--- src/rtl/paddle_controller_if.sv ---
// rtl/paddle_controller_if.sv - paddle controller signal bundle
// Purpose: groups the board/ball/paddle inputs and the move/state outputs of one
//          paddle controller.
// Signals:
//   btnUp, btnDown  raw pushbuttons (asynchronous, active-high)
//   cpuMode         1 = CPU player drives the paddle
//   pause           1 = freeze paddle motion
//   ballY           ball top y
//   paddleTop       paddle top y
//   paddleMove      bit0 = up, bit1 = down (one-cycle pulse per move tick)
//   state           0 PAUSED, 1 HUMAN, 2 CPU_WAIT, 3 CPU_TRACK
// Modports: master drives the inputs (board/testbench), slave is the controller.
interface paddle_controller_if;
  logic       btnUp;
  logic       btnDown;
  logic       cpuMode;
  logic       pause;
  logic [9:0] ballY;
  logic [9:0] paddleTop;
  logic [1:0] paddleMove;
  logic [1:0] state;

  modport master (
    output btnUp, btnDown, cpuMode, pause, ballY, paddleTop,
    input  paddleMove, state
  );

  modport slave (
    input  btnUp, btnDown, cpuMode, pause, ballY, paddleTop,
    output paddleMove, state
  );
endinterface

--- src/rtl/paddle_controller.sv ---
// rtl/paddle_controller.sv - paddle move command generator (buttons or CPU player)
// Purpose: debounces the paddle buttons, divides PixelClock into move ticks and,
//          once per tick, emits a one-cycle up/down command chosen either by the
//          buttons (HUMAN) or by tracking the ball (CPU_TRACK), with screen-edge guard.
// Ports:
//   PixelClock  system clock
//   Reset       synchronous, active-high
//   bus         paddle_controller_if.slave (buttons, mode, pause, ballY, paddleTop
//               in; paddleMove, state out)
module paddle_controller #(
  parameter int DEBOUNCE_CYCLES = 250000,
  parameter int STEP_DIV        = 100000,
  parameter int PADDLE_HEIGHT   = 150,
  parameter int SCREEN_HEIGHT   = 600,
  parameter int DEAD_ZONE       = 8,
  parameter int REACT_TICKS     = 3
) (
  input logic                PixelClock,
  input logic                Reset,
  paddle_controller_if.slave bus
);

  localparam int DB_W  = $clog2(DEBOUNCE_CYCLES + 1);
  localparam int DIV_W = $clog2(STEP_DIV);
  localparam int RW    = (REACT_TICKS < 1) ? 1 : $clog2(REACT_TICKS + 1);
  localparam logic signed [11:0] DZ = 12'(DEAD_ZONE);

  typedef enum logic [1:0] {
    PAUSED    = 2'd0,
    HUMAN     = 2'd1,
    CPU_WAIT  = 2'd2,
    CPU_TRACK = 2'd3
  } state_e;

  logic [1:0]       up_sync_q, up_sync_d, dn_sync_q, dn_sync_d;
  logic             up_deb_q, up_deb_d, dn_deb_q, dn_deb_d;
  logic [DB_W-1:0]  up_cnt_q, up_cnt_d, dn_cnt_q, dn_cnt_d;
  logic [DIV_W-1:0] div_q, div_d;
  logic [RW-1:0]    react_q, react_d;
  state_e           state_q, state_d;
  logic [1:0]       move_q, move_d;

  logic              tick;
  logic [10:0]       centre;
  logic [10:0]       bottom;
  logic signed [11:0] diff;
  logic [1:0]        decision;
  logic [1:0]        guarded;

  // Returns {next debounced level, next counter}. The level flips only after
  // DEBOUNCE_CYCLES consecutive samples that disagree with it.
  function automatic logic [DB_W:0] db_step(input logic sync, input logic deb,
                                            input logic [DB_W-1:0] cnt);
    if (sync == deb) return {deb, DB_W'(0)};
    if (cnt == DB_W'(DEBOUNCE_CYCLES - 1)) return {sync, DB_W'(0)};
    return {deb, cnt + DB_W'(1)};
  endfunction

  always_comb begin
    up_sync_d = {up_sync_q[0], bus.btnUp};
    dn_sync_d = {dn_sync_q[0], bus.btnDown};
    {up_deb_d, up_cnt_d} = db_step(up_sync_q[1], up_deb_q, up_cnt_q);
    {dn_deb_d, dn_cnt_d} = db_step(dn_sync_q[1], dn_deb_q, dn_cnt_q);

    tick = (div_q == DIV_W'(STEP_DIV - 1));

    state_d = state_q;
    react_d = react_q;
    if (bus.pause) begin
      state_d = PAUSED;
    end else begin
      case (state_q)
        PAUSED, HUMAN: begin
          if (bus.cpuMode) begin
            state_d = CPU_WAIT;
            react_d = RW'(REACT_TICKS);
          end else begin
            state_d = HUMAN;
          end
        end
        CPU_WAIT: begin
          // react is tested before it is decremented, so REACT_TICKS=0 tracks at once
          if (!bus.cpuMode)             state_d = HUMAN;
          else if (react_q == RW'(0))   state_d = CPU_TRACK;
          else if (tick)                react_d = react_q - RW'(1);
        end
        default: begin
          if (!bus.cpuMode) state_d = HUMAN;
        end
      endcase
    end

    // Cleared on the way into PAUSED and held through the first non-paused cycle,
    // so the first tick after a pause lands a full STEP_DIV cycles later.
    if (state_q == PAUSED || state_d == PAUSED) div_d = '0;
    else if (tick)                              div_d = '0;
    else                                        div_d = div_q + DIV_W'(1);

    centre = {1'b0, bus.paddleTop} + 11'(PADDLE_HEIGHT / 2);
    bottom = {1'b0, bus.paddleTop} + 11'(PADDLE_HEIGHT);
    diff   = $signed({2'b00, bus.ballY}) - $signed({1'b0, centre});

    decision = 2'b00;
    case (state_q)
      HUMAN: begin
        case ({dn_deb_q, up_deb_q})
          2'b01:   decision = 2'b01;
          2'b10:   decision = 2'b10;
          default: decision = 2'b00;
        endcase
      end
      CPU_TRACK: begin
        if (diff > DZ)       decision = 2'b10;
        else if (diff < -DZ) decision = 2'b01;
      end
      default: decision = 2'b00;
    endcase

    guarded = decision;
    if (bus.paddleTop <= 10'd1)              guarded[0] = 1'b0;
    if (bottom >= 11'(SCREEN_HEIGHT - 1))    guarded[1] = 1'b0;

    move_d = tick ? guarded : 2'b00;
  end

  always_ff @(posedge PixelClock) begin
    if (Reset) begin
      up_sync_q <= '0;
      dn_sync_q <= '0;
      up_deb_q  <= 1'b0;
      dn_deb_q  <= 1'b0;
      up_cnt_q  <= '0;
      dn_cnt_q  <= '0;
      div_q     <= '0;
      react_q   <= '0;
      state_q   <= PAUSED;
      move_q    <= 2'b00;
    end else begin
      up_sync_q <= up_sync_d;
      dn_sync_q <= dn_sync_d;
      up_deb_q  <= up_deb_d;
      dn_deb_q  <= dn_deb_d;
      up_cnt_q  <= up_cnt_d;
      dn_cnt_q  <= dn_cnt_d;
      div_q     <= div_d;
      react_q   <= react_d;
      state_q   <= state_d;
      move_q    <= move_d;
    end
  end

  assign bus.paddleMove = move_q;
  assign bus.state      = state_q;

endmodule

--- src/flat_wrapper.sv ---
// flat-port wrapper written by rule: the top's interface ports become plain ports
module paddle_controller_flat 
#(
  parameter int DEBOUNCE_CYCLES = 250000,
  parameter int STEP_DIV        = 100000,
  parameter int PADDLE_HEIGHT   = 150,
  parameter int SCREEN_HEIGHT   = 600,
  parameter int DEAD_ZONE       = 8,
  parameter int REACT_TICKS     = 3
)
  (PixelClock, Reset, bus_btnUp, bus_btnDown, bus_cpuMode, bus_pause, bus_ballY, bus_paddleTop, bus_paddleMove, bus_state);
  paddle_controller_if bus_i ();
  input logic PixelClock;
  input logic Reset;
  input wire logic [$bits(bus_i.btnUp)-1:0] bus_btnUp;
  input wire logic [$bits(bus_i.btnDown)-1:0] bus_btnDown;
  input wire logic [$bits(bus_i.cpuMode)-1:0] bus_cpuMode;
  input wire logic [$bits(bus_i.pause)-1:0] bus_pause;
  input wire logic [$bits(bus_i.ballY)-1:0] bus_ballY;
  input wire logic [$bits(bus_i.paddleTop)-1:0] bus_paddleTop;
  output wire logic [$bits(bus_i.paddleMove)-1:0] bus_paddleMove;
  output wire logic [$bits(bus_i.state)-1:0] bus_state;
  assign bus_i.btnUp = bus_btnUp;
  assign bus_i.btnDown = bus_btnDown;
  assign bus_i.cpuMode = bus_cpuMode;
  assign bus_i.pause = bus_pause;
  assign bus_i.ballY = bus_ballY;
  assign bus_i.paddleTop = bus_paddleTop;
  assign bus_paddleMove = bus_i.paddleMove;
  assign bus_state = bus_i.state;
  paddle_controller #(.DEBOUNCE_CYCLES(DEBOUNCE_CYCLES), .STEP_DIV(STEP_DIV), .PADDLE_HEIGHT(PADDLE_HEIGHT), .SCREEN_HEIGHT(SCREEN_HEIGHT), .DEAD_ZONE(DEAD_ZONE), .REACT_TICKS(REACT_TICKS)) u_core (.PixelClock(PixelClock), .Reset(Reset), .bus(bus_i));
endmodule
--- config.mk ---
export PLATFORM = sky130hd
export DESIGN_NAME = paddle_controller_flat
export DESIGN_NICKNAME = d
export VERILOG_FILES = /design/src/rtl/paddle_controller_if.sv /design/src/rtl/paddle_controller.sv /design/src/flat_wrapper.sv
export SDC_FILE = /design/constraint.sdc
export NUM_CORES = 1
export LEC_CHECK = 0
export ABC_AREA = 1
export BUFFER_PORTS_ARGS = -buffer_cell sky130_fd_sc_hd__buf_2
export CELL_PAD_IN_SITES_DETAIL_PLACEMENT = 1
export CELL_PAD_IN_SITES_GLOBAL_PLACEMENT = 1
export CORE_ASPECT_RATIO = 0.6
export CORE_MARGIN = 4
export CORE_UTILIZATION = 44
export DETAILED_ROUTE_END_ITERATION = 10
export PLACE_DENSITY = 0.91
export SETUP_SLACK_MARGIN = 0.1
export SLEW_MARGIN = 40
export SYNTH_ARGS = -nofsm -noshare
export SYNTH_HDL_FRONTEND = slang
export SYNTH_SLANG_ARGS = --single-unit
--- constraint.sdc ---
create_clock -name PixelClock -period 2.95 [get_ports PixelClock]
set_input_delay 0.59 -clock PixelClock [delete_from_list [all_inputs] [get_ports PixelClock]]
set_output_delay 0.59 -clock PixelClock [all_outputs]
set_load 0.005 [all_outputs]
Yosys cells after proc, flatten, opt, wreduce, memory -nomap -nowiden
Index checks and enable logic that the tools add are counted.
{"block": "word_totals", "latch_bits": 0, "out_inout_bits": 4, "ram_bits": 0, "inputBits": 26, "register_bits": 65, "mem_bits_ro": 0, "elab_cells": 79, "memories": 0}
{"block": "op_classes", "div_mod_pow": 0, "addsub": 7, "order_cmp": 4, "n_reduce_logical": 12, "muxes": 29, "n_eq_ne": 14, "n_bitwise": 2, "multipliers": 0, "n_shift": 0}
{"operator": "$mux W19", "count": 8}
{"operator": "$add A18 B1 Y18 const B", "count": 2}
{"operator": "$eq A18 B18 Y1 const B", "count": 2}
{"operator": "$mux W2", "count": 10}
{"operator": "$add A17 B1 Y17 const B", "count": 1}
{"operator": "$eq A17 B17 Y1 const B", "count": 1}
{"operator": "$pmux W2 S2", "count": 4}
{"operator": "$gt A12 B5 Y1 const B", "count": 1}
{"operator": "$lt A12 B4 Y1 const B", "count": 1}
{"operator": "$sub A10 B11 Y12", "count": 1}
{"operator": "$add A10 B7 Y11 const B", "count": 1}
{"operator": "$add A10 B8 Y11 const B", "count": 1}
{"operator": "$ge A11 B10 Y1 const B", "count": 1}
{"operator": "$le A10 B1 Y1 const B", "count": 1}
{"operator": "$reduce_or A3 Y1", "count": 3}
{"operator": "$mux W1", "count": 7}
{"operator": "$eq A2 B2 Y1 const B", "count": 3}
{"operator": "$logic_not A2 Y1", "count": 3}
{"operator": "$ne A2 B2 Y1 const B", "count": 3}
{"operator": "$reduce_and A6 Y1", "count": 1}
{"operator": "$reduce_bool A2 Y1", "count": 3}
{"operator": "$eq A2 B1 Y1 const B", "count": 2}
{"operator": "$eq A1 B1 Y1", "count": 2}
{"operator": "$ne A2 B1 Y1 const B", "count": 1}
{"operator": "4 further kinds", "count": 5}

Longest topological paths before layout
Gate-level depths: netlist of run 1.
{"block": "logic_depth", "depth_word": 8, "mapped_depth": 17, "depth_no_buf": 17}

Least setup slack after synthesis of run 1
OpenSTA, ideal clock, no wires.
{"block": "synth_path", "path_type": "input-to-reg", "from": "input port bus_ballY[1]", "to": "register u_core.move_q[0], in the netlist u_core.bus.paddleMove[0]", "stages": 16, "t_required_ps": 2821, "path_slack_ps": 551, "path_buffers": 0, "setup_ps": 129, "t_arrival_ps": 2270, "path_cell_list": "inv_1 -> ha_1 -> inv_1 -> ha_1 -> inv_1 -> fa_1 -> inv_1 -> nand3_1 -> nand2_1 -> nand3_1 -> nand3_1 -> nand2_1 -> nor2_1 -> nand2_1 -> nand2_1 -> a21oi_1"}
{"block": "synth_between", "elab_chain_cells": 5, "elab_cells_between_ends": 6, "cone_classes": "add/sub (1); order compare (2); mux (3)"}
{"item": "start, declared", "line": "flat_wrapper.sv:19", "rtl": "input wire logic [$bits(bus_i.ballY)-1:0] bus_ballY;"}
{"item": "$sub A10 B11 Y12 *", "line": "paddle_controller.sv:101", "rtl": "diff = $signed({2'b00, bus.ballY}) - $signed({1'b0, centre});"}
{"item": "$lt A12 B4 Y1", "line": "paddle_controller.sv:114", "rtl": "else if (diff < -DZ) decision = 2'b01;"}
{"item": "$mux W1", "line": "paddle_controller.sv:114"}
{"item": "$mux W2 *", "line": "paddle_controller.sv:113", "rtl": "if (diff > DZ) decision = 2'b10;"}
{"item": "$pmux W2 S2 *", "line": "paddle_controller.sv:104", "rtl": "case (state_q)"}
{"item": "end signal, assigned", "line": "paddle_controller.sv:148", "rtl": "move_q <= move_d;"}
{"item": "end, declared", "line": "paddle_controller.sv:41", "rtl": "logic [1:0] move_q, move_d;"}
Every way passes the cells marked *; elsewhere a longest branch is shown, timed or not.
A chain may end at the register's enable or synchronous reset.

Final worst setup path of run 1
{"block": "layout_path", "from": "input port bus_paddleTop[1]", "to": "register u_core.move_q[0], in the netlist u_core.bus.paddleMove[0]"}
{"block": "layout_between", "elab_chain_cells": 6, "elab_cells_between_ends": 9, "cone_classes": "add/sub (2); order compare (3); mux (3); reduce/logical (1)"}
{"item": "start, declared", "line": "flat_wrapper.sv:20", "rtl": "input wire logic [$bits(bus_i.paddleTop)-1:0] bus_paddleTop;"}
{"item": "$add A10 B7 Y11", "line": "paddle_controller.sv:99", "rtl": "centre = {1'b0, bus.paddleTop} + 11'(PADDLE_HEIGHT / 2);"}
{"item": "$sub A10 B11 Y12", "line": "paddle_controller.sv:101"}
{"item": "$lt A12 B4 Y1", "line": "paddle_controller.sv:114"}
{"item": "$mux W1", "line": "paddle_controller.sv:114"}
{"item": "$mux W2", "line": "paddle_controller.sv:113"}
{"item": "$pmux W2 S2", "line": "paddle_controller.sv:104"}
Parallel ways exist; a longest one is shown, timed or not.

==> results of run 1 <==
## stage by stage
step | setup WS (ns) | area, um^2 | hold WS (ns) | power, mW | utilization (%)
floorplan | 0.551 | 4120 | 0.388 | 1.15 | -
global placement | 0.250 | 4410 | 0.402 | 1.23 | 48.2
detailed placement | 0.143 | 4410 | 0.416 | 1.24 | 48.2
CTS | 0.480 | 4730 | 0.425 | 2.36 | 51.6
global route | 0.145 | 4730 | 0.434 | 2.47 | 51.6
finish | 0.483 | 4730 | 0.425 | 2.34 | 51.6
## state kept, by name (all words and copies together) (netlist names), 2 cells and up
name and cells:
u_core.dn_cnt_q 18, u_core.up_cnt_q 18, u_core.div_q 17, u_core.bus.paddleMove 2, u_core.bus.state 2, u_core.dn_sync_q 2
u_core.react_q 2, u_core.up_sync_q 2
## metal layers
metal  wire, um  share of wire [%]
met1       5480                 49
met2       5350                 48
met3        299                2.7
met4         79               0.71
met5          0                  0
## cell families (layout without fill, tap and decap cells)
kind of cell    count (synthesis)  after routing  synth area share [%]
compound gates                 50             50                  6.65
simple gates                  329            329                  38.5
xor+xnor                       20             20                  4.25
buf+inv                       122            164                  11.3
fa+ha+maj                      25             25                  7.78
flops                          65             65                  31.6
## power by group
part | internal, mW | total, mW | switching [mW] | leakage, nW
logic | 0.119 | 0.341 | 0.222 | 1.49
clock network | 0.721 | 1.11 | 0.390 | 0.151
registers | 0.886 | 0.891 | 0.00538 | 0.525
## layout make-up
cell class,instances,area (um^2),share of cell area [%]
inverters,119,447,9.45
well taps,130,163,3.44
multi-input cells,424,2350,49.8
clock buffers,12,267,5.64
repair buffers,29,145,3.07
flip-flops and latches,65,1300,27.5
clock inverters,4,50.0,1.06
## synthesized netlist by cell type (all sizes together)
cell type	count	area, um^2
nand4	9	56.3
nand3	52	290
o21a	3	22.5
o41ai	1	8.76
nand2	136	523
fa	1	20.0
nor3	25	183
a211oi	2	15.0
xor2	18	158
inv	119	447
or2	4	25.0
and2	1	6.26
o22ai	1	6.26
nor2	87	377
o21bai	1	7.51
dfxtp	65	1300
o21ai	12	60.1
ha	24	300
a31oi	1	6.26
o211ai	1	7.51
buf	3	17.5
a21oi	28	140
nand3b	3	26.3
nor4	2	12.5
xnor2	2	17.5
nor3b	10	85.1
## worst paths after layout
path	start	to	slack, ns	cells past startpoint
worst max-delay path	bus_paddleTop[1]	u_core.bus.paddleMove[0]$_SDFF_PP0_	0.48	17
worst min-delay path	u_core.up_sync_q[0]$_SDFF_PP0_	u_core.up_sync_q[1]$_SDFF_PP0_	0.42	2
worst max register to register	u_core.up_cnt_q[0]$_SDFF_PP0_	u_core.up_cnt_q[16]$_SDFF_PP0_	1.04	10
worst min register to register	u_core.up_sync_q[0]$_SDFF_PP0_	u_core.up_sync_q[1]$_SDFF_PP0_	0.42	2
## worst register-to-register path, stage by stage, from the launching register on
cell,delay [ns]
dfxtp_1,0.40
ha_1,0.19
nand2_1,0.09
nor2_2,0.18
nand3_2,0.13
nor2_4,0.15
nand3_2,0.12
nor2_2,0.22
nand2_1,0.12
nor3_2,0.12
nor3_1,0.07
==> results.json, run 1 <==
{
  "vias": 3927,
  "synth_cells": 611,
  "layout_min_cycle_time_ns": 2.47,
  "finClkSkew_ns": 0.00839,
  "fill_cells": 1245,
  "p_leak_nw": 2.16,
  "final_common_cell": "nand2_1",
  "critPathTopFamily": "adder cells",
  "syn_to_final_growth_pct": 14.7,
  "dieArea_um2": 11000,
  "use_met1_pct": 27.8,
  "yosysSeqAreaShare_pct": 31.6,
  "worst_pin_slew_ns": 0.559,
  "clockRootBuffer": "clkbuf_16",
  "clk_pin_slew_ns": 0.05,
  "hpwl_um": 8780,
  "grt_antenna_before_repair": 0,
  "max_stage_delay_ns": 0.40,
  "cellPowerDensity_nw_per_um2": 496,
  "finalHoldViolations": 0,
  "drt-initial-drc-count": 200,
  "h-tree-depth": 3,
  "grt_pass1_wl_um": 19200,
  "ys_ff_latch": 65,
  "worst_setup_path_end_kind": "flip-flop",
  "finalMaxSlewViolations": 0,
  "chipWidth_um": 133,
  "ant_nets": 0,
  "rows": 27,
  "ctsLongestPathBuffers": 2,
  "avgSynthCellArea_um2": 6.74,
  "cp_num_buf_inv": 4,
  "setup_viol": 0,
  "drive_gt1_share_pct": 13.0,
  "critPathRequiredTime_ns": 3.21,
  "cts_tree": "built",
  "post_cts_buffers": 0,
  "antenna_cells": 0,
  "rsz0062_at_grt": "false",
  "fp.coreArea_um2": 9160,
  "crit_path_frequent_cell": "nand2_1",
  "final_cells": 783,
  "vias_per_cell": 5.02,
  "drt_pass1_iterations": 4,
  "met2_usage_pct": 35.7,
  "clock.fmax_ghz": 0.405,
  "gr-total-overflow": 0,
  "wl_um": 11200,
  "synth_nets": 662,
  "critPathKind": "input pin to flip-flop",
  "slowest_stage": "fa_1",
  "post_cts_resized": 0,
  "path_max_fanout": 4,
  "numPortBuffers": 29,
  "hp-class": "flip-flop to flip-flop",
  "status": "finished clean",
  "grt_pass1_vias": 4074,
  "ctsHoldBuffers": 0,
  "numCtsBuffers": 9,
  "netlist_area_um2": 4120,
  "period_share_pct": 83.6,
  "grt.busiest_layer": "met2",
  "grt_usage_pct": 21.2,
  "vdd_drop_max_uv": 350,
  "ioPinCount": 30,
  "fin_setup_tns_ns": 0,
  "cp-start-kind": "input pin",
  "insertion_delay_ns": 0.34,
  "gr-usage-met3_pct": 4.90,
  "yosysWarnings": 0,
  "relSlewSlack_pct": 62.6,
  "gp_congestion": 0.893,
  "wl_per_cell_um": 14.3,
  "synth_cell_types": 37,
  "grt_max_degree": 15,
  "crit_arrival_ns": 2.73,
  "clock_sinks": 65,
  "nets": 699,
  "dp_cells": 767,
  "die_h_um": 82.9,
  "initial_core_util_pct": 45.0,
  "layout_common_cells": "nand2_1, inv_1, nor2_1",
  "drcViolationCount": 0,
  "crit_chain": "buf_2, ha_1, inv_1, ha_1, inv_1, fa_1, inv_1, nand3_1, nand2_1, nand3_1, nand2_1, nand2_1, nand2_1, nor2_1, nand2_1, nand2_1, a21oi_1",
  "max-cap-violations": 0
}
Note: power is estimated with default switching activity, not from simulation.
==> inputs of run 2 (changes only) <==
==> constraint.sdc (replaced) <==
create_clock -name PixelClock -period 2.49 [get_ports PixelClock]
set_input_delay 0.498 -clock PixelClock [delete_from_list [all_inputs] [get_ports PixelClock]]
set_output_delay 0.498 -clock PixelClock [all_outputs]
set_load 0.005 [all_outputs]
==> results.json, run 2 (synthesis gave the netlist of run 1 again) <==
{
  "reg_top3": "u_core.dn_cnt_q: 18 flops, u_core.up_cnt_q: 18 flops, u_core.div_q: 17 flops",
  "cellPowerDensity_nw_per_um2": 552,
  "ioPinCount": 30,
  "post_cts_buffers": 0,
  "vias": 4091,
  "grt_antenna_before_repair": 0,
  "numCtsBuffers": 9,
  "period_share_pct": 90.9,
  "grt_max_degree": 15,
  "final_util_pct": 52.4,
  "p_clk_share_pct": 42.5,
  "vdd_drop_max_uv": 350,
  "cp-start-kind": "input pin",
  "fp.coreArea_um2": 9160,
  "p_int_mw": 1.90,
  "share_comb_of_total_power_pct": 17.7,
  "chipWidth_um": 133,
  "worst_setup_path_end_kind": "flip-flop",
  "layout_min_cycle_time_ns": 2.26,
  "status": "finished clean",
  "max-cap-violations": 0,
  "gr-total-overflow": 0,
  "h-tree-depth": 3,
  "ctsHoldBuffers": 0,
  "stdcell_area_um2": 4800,
  "critPathKind": "input pin to flip-flop",
  "ctsLongestPathBuffers": 2,
  "nets": 713,
  "clock.fmax_ghz": 0.442,
  "clk_pin_slew_ns": 0.05,
  "hpwl_um": 9370,
  "syn_to_final_growth_pct": 16.5,
  "wl_um": 11800,
  "final_cells": 797,
  "clock_sinks": 65,
  "setup_viol": 0,
  "dp_cells": 781,
  "numPortBuffers": 29,
  "grt_pass1_vias": 4369,
  "regArea_um2": 1300,
  "die_h_um": 82.9,
  "drt-initial-drc-count": 196,
  "grt_pass1_wl_um": 20300,
  "drive_gt1_share_pct": 15.7,
  "fill_cells": 1216,
  "clockRootBuffer": "clkbuf_16",
  "p_leak_nw": 2.20,
  "cts_tree": "built",
  "ant_nets": 0,
  "initial_core_util_pct": 45.0,
  "finalMaxSlewViolations": 0,
  "relSlewSlack_pct": 55.8,
  "insertion_delay_ns": 0.34,
  "finalHoldViolations": 0,
  "power_frac_seq_pct": 39.9,
  "gp_congestion": 0.875,
  "rsz0062_at_grt": "false",
  "wl_per_cell_um": 14.8,
  "crit_arrival_ns": 2.48,
  "final_common_cell": "nand2_1",
  "p_sw_mw": 0.751,
  "rows": 27,
  "vias_per_cell": 5.13,
  "finClkSkew_ns": 0.00861,
  "antenna_cells": 0,
  "worst_pin_slew_ns": 0.654,
  "drt_pass1_iterations": 4,
  "switching_share_pct": 28.3,
  "hp-class": "input pin to flip-flop",
  "post_cts_resized": 0,
  "dieArea_um2": 11000,
  "postPlaceCellArea_um2": 4510,
  "multi_input_area_um2": 2380,
  "path_max_fanout": 4,
  "grt_usage_pct": 22.2,
  "drcViolationCount": 0,
  "layout_common_cells": "nand2_1, inv_1, nor2_1",
  "critPathRequiredTime_ns": 2.71
}
run 2: layout make-up:
cell class                      count  share of cell area (%)
Clock inverter                      3                   0.365
Sequential cell                    65                    27.1
Tap cell                          130                    3.39
Inverter                          119                    9.31
Timing Repair Buffer               43                    5.22
Multi-Input combinational cell    424                    49.6
Clock buffer                       13                    5.01
run 2: worst paths after layout:
| kind | to | startpoint | cells after the start | slack [ns] |
|---|---|---|---|---|
| worst max-delay path | u_core.bus.paddleMove[1]$_SDFF_PP0_ | bus_paddleTop[6] | 15 | 0.23 |
| worst min-delay path | u_core.dn_sync_q[0]$_SDFF_PP0_ | bus_btnDown | 3 | 0.37 |
| worst max register to register | u_core.up_cnt_q[16]$_SDFF_PP0_ | u_core.up_cnt_q[0]$_SDFF_PP0_ | 10 | 0.52 |
| worst min register to register | u_core.dn_sync_q[1]$_SDFF_PP0_ | u_core.dn_sync_q[0]$_SDFF_PP0_ | 2 | 0.40 |
run 2: power groups by stage:
stage	sequential, mW	combinational (mW)	clock, mW
after global routing	1.06	0.527	1.19
final	1.06	0.468	1.13
after floorplan	1.08	0.281	0
after detailed placement	1.08	0.444	0
after global placement	1.08	0.416	0
after CTS	1.06	0.451	1.14
run 2: through the flow:
stage,setup WS (ns),setup TNS (ns),total power [mW],hold WS [ns]
2_1_floorplan,0.183,0,1.36,0.388
3_3_place_gp,-0.00789,-0.00789,1.49,0.403
3_5_place_dp,-0.189,-0.326,1.52,0.403
4_1_cts,0.150,0,2.64,0.367
5_1_grt,0.104,0,2.77,0.382
6_report,0.226,0,2.65,0.369
run 2: metal layers:
| metal | track usage (%) | share of wire, % | vias to the layer above |
|---|---|---|---|
| met5 | 0 | 0 | - |
| li1 | - | - | 2025 |
| met4 | 5.38 | 1.8 | 0 |
| met2 | 37.4 | 47 | 68 |
| met3 | 5.02 | 3.5 | 21 |
| met1 | 28.9 | 48 | 1977 |
run 2: critical path: stages:
cell,delay [ns]
buf_2,0.09
inv_1,0.07
ha_1,0.30
ha_1,0.39
nand2_1,0.17
nor2_1,0.17
nand3_1,0.18
nand2_1,0.11
nand2_1,0.05
nand2_1,0.13
inv_1,0.06
nor2_1,0.10
nand2_1,0.06
nand2_1,0.06
a21oi_1,0.05
